## config.mk

```make
export PLATFORM = sky130hd
export DESIGN_NAME = alu_operand_sequencer
export DESIGN_NICKNAME = d
export VERILOG_FILES = /design/src/rtl/alu_pkg.sv /design/src/rtl/alu_ovf_counter.sv /design/src/rtl/alu_operand_sequencer.sv
export SDC_FILE = /design/constraint.sdc
export NUM_CORES = 1
export LEC_CHECK = 0
export CAP_MARGIN = 20
export CORE_MARGIN = 10
export CORE_UTILIZATION = 50
export DETAILED_ROUTE_END_ITERATION = 16
export PLACE_DENSITY = 0.84
export SYNTH_ARGS = -nofsm -noshare
export SYNTH_HDL_FRONTEND = slang
export SYNTH_SLANG_ARGS = --single-unit
```

## constraint.sdc

```tcl
create_clock -name clk -period 4.8 [get_ports clk]
set_input_delay 0.96 -clock clk [delete_from_list [all_inputs] [get_ports clk]]
set_output_delay 0.96 -clock clk [all_outputs]
set_load 0.05 [all_outputs]
```

## src/rtl/alu_pkg.sv

```systemverilog
// Shared types and constants for the ALU operand sequencer slice.
package alu_pkg;

    localparam int unsigned ALU_WIDTH = 8;

    typedef enum logic [1:0] {
        GET_A = 2'd0,
        GET_B = 2'd1,
        EXEC  = 2'd2,
        HOLD  = 2'd3
    } state_e;

    localparam logic OP_ADD = 1'b0;
    localparam logic OP_SUB = 1'b1;

    // Saturation limits at the default width; the top derives width-generic equivalents.
    localparam logic [ALU_WIDTH-1:0] SAT_MAX = 8'h7F;
    localparam logic [ALU_WIDTH-1:0] SAT_MIN = 8'h80;

endpackage

```

## src/rtl/alu_ovf_counter.sv

```systemverilog
// Saturating event counter: counts up on inc_i and sticks at all-ones.
module alu_ovf_counter #(
    parameter int unsigned CNT_W = 8
) (
    input  logic             clk,
    input  logic             rst_n,
    input  logic             inc_i,
    output logic [CNT_W-1:0] count_o
);

    logic [CNT_W-1:0] count_q;
    logic [CNT_W-1:0] count_d;

    always_comb begin
        count_d = count_q;
        if (inc_i && (count_q != '1)) begin
            count_d = count_q + CNT_W'(1);
        end
    end

    always_ff @(posedge clk or negedge rst_n) begin
        if (!rst_n) begin
            count_q <= '0;
        end else begin
            count_q <= count_d;
        end
    end

    assign count_o = count_q;

endmodule

```

## src/rtl/alu_operand_sequencer.sv

```systemverilog
// Sequencer in front of the adder_subtractor: collects A then B, pulses the adder
// enable for one execute cycle, and holds the registered result until accepted.
// Optional build macro ALU_SATURATE_EN clamps overflowed results toward the sign of A.
module alu_operand_sequencer
    import alu_pkg::*;
#(
    parameter int unsigned WIDTH = ALU_WIDTH,
    parameter int unsigned CNT_W = 8
) (
    input  logic             clk,
    input  logic             rst_n,
    input  logic             in_valid,
    output logic             in_ready,
    input  logic [WIDTH-1:0] in_data,
    input  logic             in_op,
    output logic [WIDTH-1:0] add_a,
    output logic [WIDTH-1:0] add_b,
    output logic             add_op,
    output logic             add_en,
    input  logic [WIDTH-1:0] add_s,
    input  logic             add_ovf,
    output logic             out_valid,
    input  logic             out_ready,
    output logic [WIDTH-1:0] out_data,
    output logic             out_ovf,
    output logic [CNT_W-1:0] ovf_count
);

`ifdef ALU_SATURATE_EN
    localparam logic [WIDTH-1:0] SAT_HI = {1'b0, {(WIDTH-1){1'b1}}};
    localparam logic [WIDTH-1:0] SAT_LO = {1'b1, {(WIDTH-1){1'b0}}};
`endif

    state_e           state_q, state_d;
    logic [WIDTH-1:0] a_q, a_d;
    logic [WIDTH-1:0] add_a_q, add_a_d;
    logic [WIDTH-1:0] add_b_q, add_b_d;
    logic             add_op_q, add_op_d;
    logic             add_en_q, add_en_d;
    logic             in_ready_q, in_ready_d;
    logic             out_valid_q, out_valid_d;
    logic [WIDTH-1:0] out_data_q, out_data_d;
    logic             out_ovf_q, out_ovf_d;
    logic             ovf_inc;

    // B and op land directly in the adder-facing registers, which double as B_reg/op_reg.
    always_comb begin
        state_d     = state_q;
        a_d         = a_q;
        add_a_d     = add_a_q;
        add_b_d     = add_b_q;
        add_op_d    = add_op_q;
        add_en_d    = add_en_q;
        in_ready_d  = in_ready_q;
        out_valid_d = out_valid_q;
        out_data_d  = out_data_q;
        out_ovf_d   = out_ovf_q;
        ovf_inc     = 1'b0;

        case (state_q)
            GET_A: begin
                if (in_valid) begin
                    a_d     = in_data;
                    state_d = GET_B;
                end
            end
            GET_B: begin
                if (in_valid) begin
                    add_a_d    = a_q;
                    add_b_d    = in_data;
                    add_op_d   = in_op;
                    add_en_d   = 1'b1;
                    in_ready_d = 1'b0;
                    state_d    = EXEC;
                end
            end
            EXEC: begin
                out_data_d = add_s;
`ifdef ALU_SATURATE_EN
                if (add_ovf) begin
                    out_data_d = add_a_q[WIDTH-1] ? SAT_LO : SAT_HI;
                end
`endif
                out_ovf_d   = add_ovf;
                out_valid_d = 1'b1;
                add_en_d    = 1'b0;
                state_d     = HOLD;
            end
            HOLD: begin
                if (out_valid_q && out_ready) begin
                    out_valid_d = 1'b0;
                    in_ready_d  = 1'b1;
                    ovf_inc     = out_ovf_q;
                    state_d     = GET_A;
                end
            end
            default: begin
                state_d = GET_A;
            end
        endcase
    end

    always_ff @(posedge clk or negedge rst_n) begin
        if (!rst_n) begin
            state_q     <= GET_A;
            a_q         <= '0;
            add_a_q     <= '0;
            add_b_q     <= '0;
            add_op_q    <= OP_ADD;
            add_en_q    <= 1'b0;
            in_ready_q  <= 1'b1;
            out_valid_q <= 1'b0;
            out_data_q  <= '0;
            out_ovf_q   <= 1'b0;
        end else begin
            state_q     <= state_d;
            a_q         <= a_d;
            add_a_q     <= add_a_d;
            add_b_q     <= add_b_d;
            add_op_q    <= add_op_d;
            add_en_q    <= add_en_d;
            in_ready_q  <= in_ready_d;
            out_valid_q <= out_valid_d;
            out_data_q  <= out_data_d;
            out_ovf_q   <= out_ovf_d;
        end
    end

    alu_ovf_counter #(
        .CNT_W(CNT_W)
    ) u_ovf_counter (
        .clk    (clk),
        .rst_n  (rst_n),
        .inc_i  (ovf_inc),
        .count_o(ovf_count)
    );

    assign in_ready  = in_ready_q;
    assign add_a     = add_a_q;
    assign add_b     = add_b_q;
    assign add_op    = add_op_q;
    assign add_en    = add_en_q;
    assign out_valid = out_valid_q;
    assign out_data  = out_data_q;
    assign out_ovf   = out_ovf_q;

endmodule

```

==> out/metrics.yaml <==
final_core_util: 0.703
hold_buffers: 0
nets: 234
ys_types: 35
rsz0062_at_grt: "no"
ir_worst_vdd_v: 0.000488
antenna_left: 0
via_per_inst: 5.38
clock_latency_ns: 0.29
area_growth_syn_to_layout_pct: 36.6
clockBufferDepth: 2
setup_tns_ns: 0
io_pins: 59
worst-r2r-setup-slack_ns: 3.08
yosysWarnings: 0
design.die.area_sq_um: 7050
grt_use_total: 0.134
cp_cell_sequence: "clkdlybuf4s50_1"
gp_congestion: 0.784
ys_seq_area_frac: 0.576
drc_errors: 0
drive_above_1_share: 0.263
max_freq_mhz: 381
r2r_start: "state_q[1]$_DFFE_PN0P_"
gr-total-overflow: 0
path_max_fanout: 4
synth_top_cells_by_area: "dfrtp_1 56%, mux2_2 16%, mux2_4 7.3%"
cp-start-kind: "flip-flop"
reg2reg_depth: 5
start_util: 0.515
setup_violations: 0
antenna_found_initial: 0
multi_input_area_sq_um: 840
cts_tree: "done"
die_h_um: 83.9
portBuffers: 58
first_pass_iters: 4
worstPathRequired_ns: 3.84
synth_top_area_frac: 0.563
final-hold-violation-count: 0
post_cts_buffers: 0
yosysTopAreaCell: "dfrtp_1"
crit_buf_inv: 1
min_period_over_period: 0.547
first_iter_violations: 88
core_area_sq_um: 3970
hp-class: "input pin to async pin"
clockRootBuffer: "clkbuf_8"
num_rows: 23
synthesis.area_sq_um: 2040
htreeDepth: 2
place_hpwl_um: 3520
synth_fp_nets: 170
period_minus_slack_ns: 2.63
timing.rr.end: "state_q[1]$_DFFE_PN0P_"
grt_max_degree: 48
synth_cells: 141
diodes: 0
p_leak_nw: 1.23
worst_path_max_delay_cell: "clkdlybuf4s50_1"
die_w_um: 83.9
tightestPinTransition_ns: 0.535
p_per_area_nw_per_um2: 795
wl_per_cell_um: 17.7
relSlewSlack: 0.642
cts.sinks: 47
nFillCells: 269
slowest_delay_ns: 0.81
clk_pin_slew_ns: 0.08
vias: 1371
critical_path_class: "flip-flop to output port"
wirelength_um: 4510
synth.avg_cell_area_sq_um: 14.5
post_cts_resized: 0
finalClockSkew_ns: 0.00648
grt_pass1_wl_um: 7780
cp-end-kind: "output port"
status: "completed"
drv_slew: 0
crit_family: "buffers and inverters"
cts_made_buffers: 5
crit_arrival_ns: 1.67
ys_seq_elements: 47
grt_pass1_vias: 1545
maxCapViolations: 0
area.sequential_sq_um: 1180
[stage by stage]
| step | hold WS (ns) | std cells | instance area [sq um] | worst slack [ns] | total power [mW] |
|---|---|---|---|---|---|
| floorplan | 0.475 | 141 | 2040 | 2.99 | 1.55 |
| global placement | 0.482 | 247 | 2670 | 2.44 | 1.91 |
| detailed placement | 0.487 | 247 | 2670 | 2.37 | 1.96 |
| CTS | 0.505 | 254 | 2770 | 2.16 | 2.25 |
| global route | 0.478 | 255 | 2790 | 2.14 | 2.34 |
| finish | 0.481 | 255 | 2790 | 2.17 | 2.22 |
[flip-flops by register name, indices dropped and copies added, names as in the netlist]
register	cells
out_valid	1
add_op	1
a_q	8
out_data	8
u_ovf_counter.count_o	8
out_ovf	1
state_q	2
add_en	1
add_b	8
in_ready	1
add_a	8
[kinds of logic (layout without fill, tap and decap cells)]
| family | count (synthesis) | after routing | synth area share |
|---|---|---|---|
| flip-flops | 47 | 47 | 0.576 |
| multiplexers | 40 | 40 | 0.238 |
| AND/OR/NAND/NOR | 25 | 25 | 0.0704 |
| AO/OA/AOI/OAI | 14 | 14 | 0.0465 |
| adder cells (fa/ha/maj) | 7 | 7 | 0.0428 |
| buffers and inverters | 5 | 69 | 0.0135 |
| XOR/XNOR | 3 | 3 | 0.0129 |
[how the worst max path moves through the flow]
stage / slack, ns / start / cells after the start / to
after CTS: 2.16 / in_ready$_DFFE_PN1P_ / 1 / in_ready
after global routing: 2.14 / in_ready$_DFFE_PN1P_ / 1 / in_ready
after floorplan: 2.99 / u_ovf_counter.count_o[0]$_DFFE_PN0P_ / 4 / u_ovf_counter.count_o[6]$_DFFE_PN0P_
after detailed placement: 2.37 / in_valid / 3 / state_q[1]$_DFFE_PN0P_
final: 2.17 / in_ready$_DFFE_PN1P_ / 1 / in_ready
after global placement: 2.44 / out_ready / 4 / u_ovf_counter.count_o[6]$_DFFE_PN0P_
[cells in the mapped netlist (all sizes together)]
master	instances
a211oi	1
a21o	1
a21oi	3
a2bb2oi	1
a31oi	2
and3	2
and4	2
buf	2
dfrtp	46
dfstp	1
ha	7
inv	3
mux2	39
mux2i	1
nand2	7
nand2b	1
nand3	2
nand3b	1
nand4	2
nor2	4
nor2b	2
nor3	1
o2111ai	1
o211ai	1
o21ai	2
o22ai	1
o31ai	1
or2	1
xnor2	3
[cell usage in the layout, fill, tap and decap left out, types with 2 or more instances in the layout]
cell type and n:
ha_1 7, nand3_1 2, clkdlybuf4s50_1 57, nand4_1 2, a21oi_1 3, mux2_2 29
mux2_4 10, inv_1 3, xnor2_1 3, and3_1 2, a31oi_1 2, nor2b_1 2
nor2_1 4, dfrtp_1 46, clkbuf_8 5, nand2_1 5
[per-layer routing]
layer  vias to the layer above  share of wire  routed length, um  global-route usage
li1                        636              -                  -                   -
met1                       684           0.35               1600               0.145
met5                         -              0                  0                   0
met2                        49           0.56               2520               0.233
met3                         2          0.085                383              0.0576
met4                         0         0.0035                 16              0.0320
[area by class of cell]
| type | count | share of cell area |
|---|---|---|
| flip-flops and latches | 47 | 0.422 |
| inverters | 3 | 0.00403 |
| well taps | 50 | 0.0224 |
| clock buffers | 5 | 0.0246 |
| repair buffers | 59 | 0.213 |
| multi-input cells | 89 | 0.301 |
| clock inverters | 2 | 0.0134 |
[power by group]
| group | internal (mW) | switching (mW) |
|---|---|---|
| Clock | 0.152 | 0.126 |
| Sequential | 0.583 | 0.124 |
| Combinational | 0.501 | 0.735 |
No activity file was read; power rests on OpenSTA's default activity.
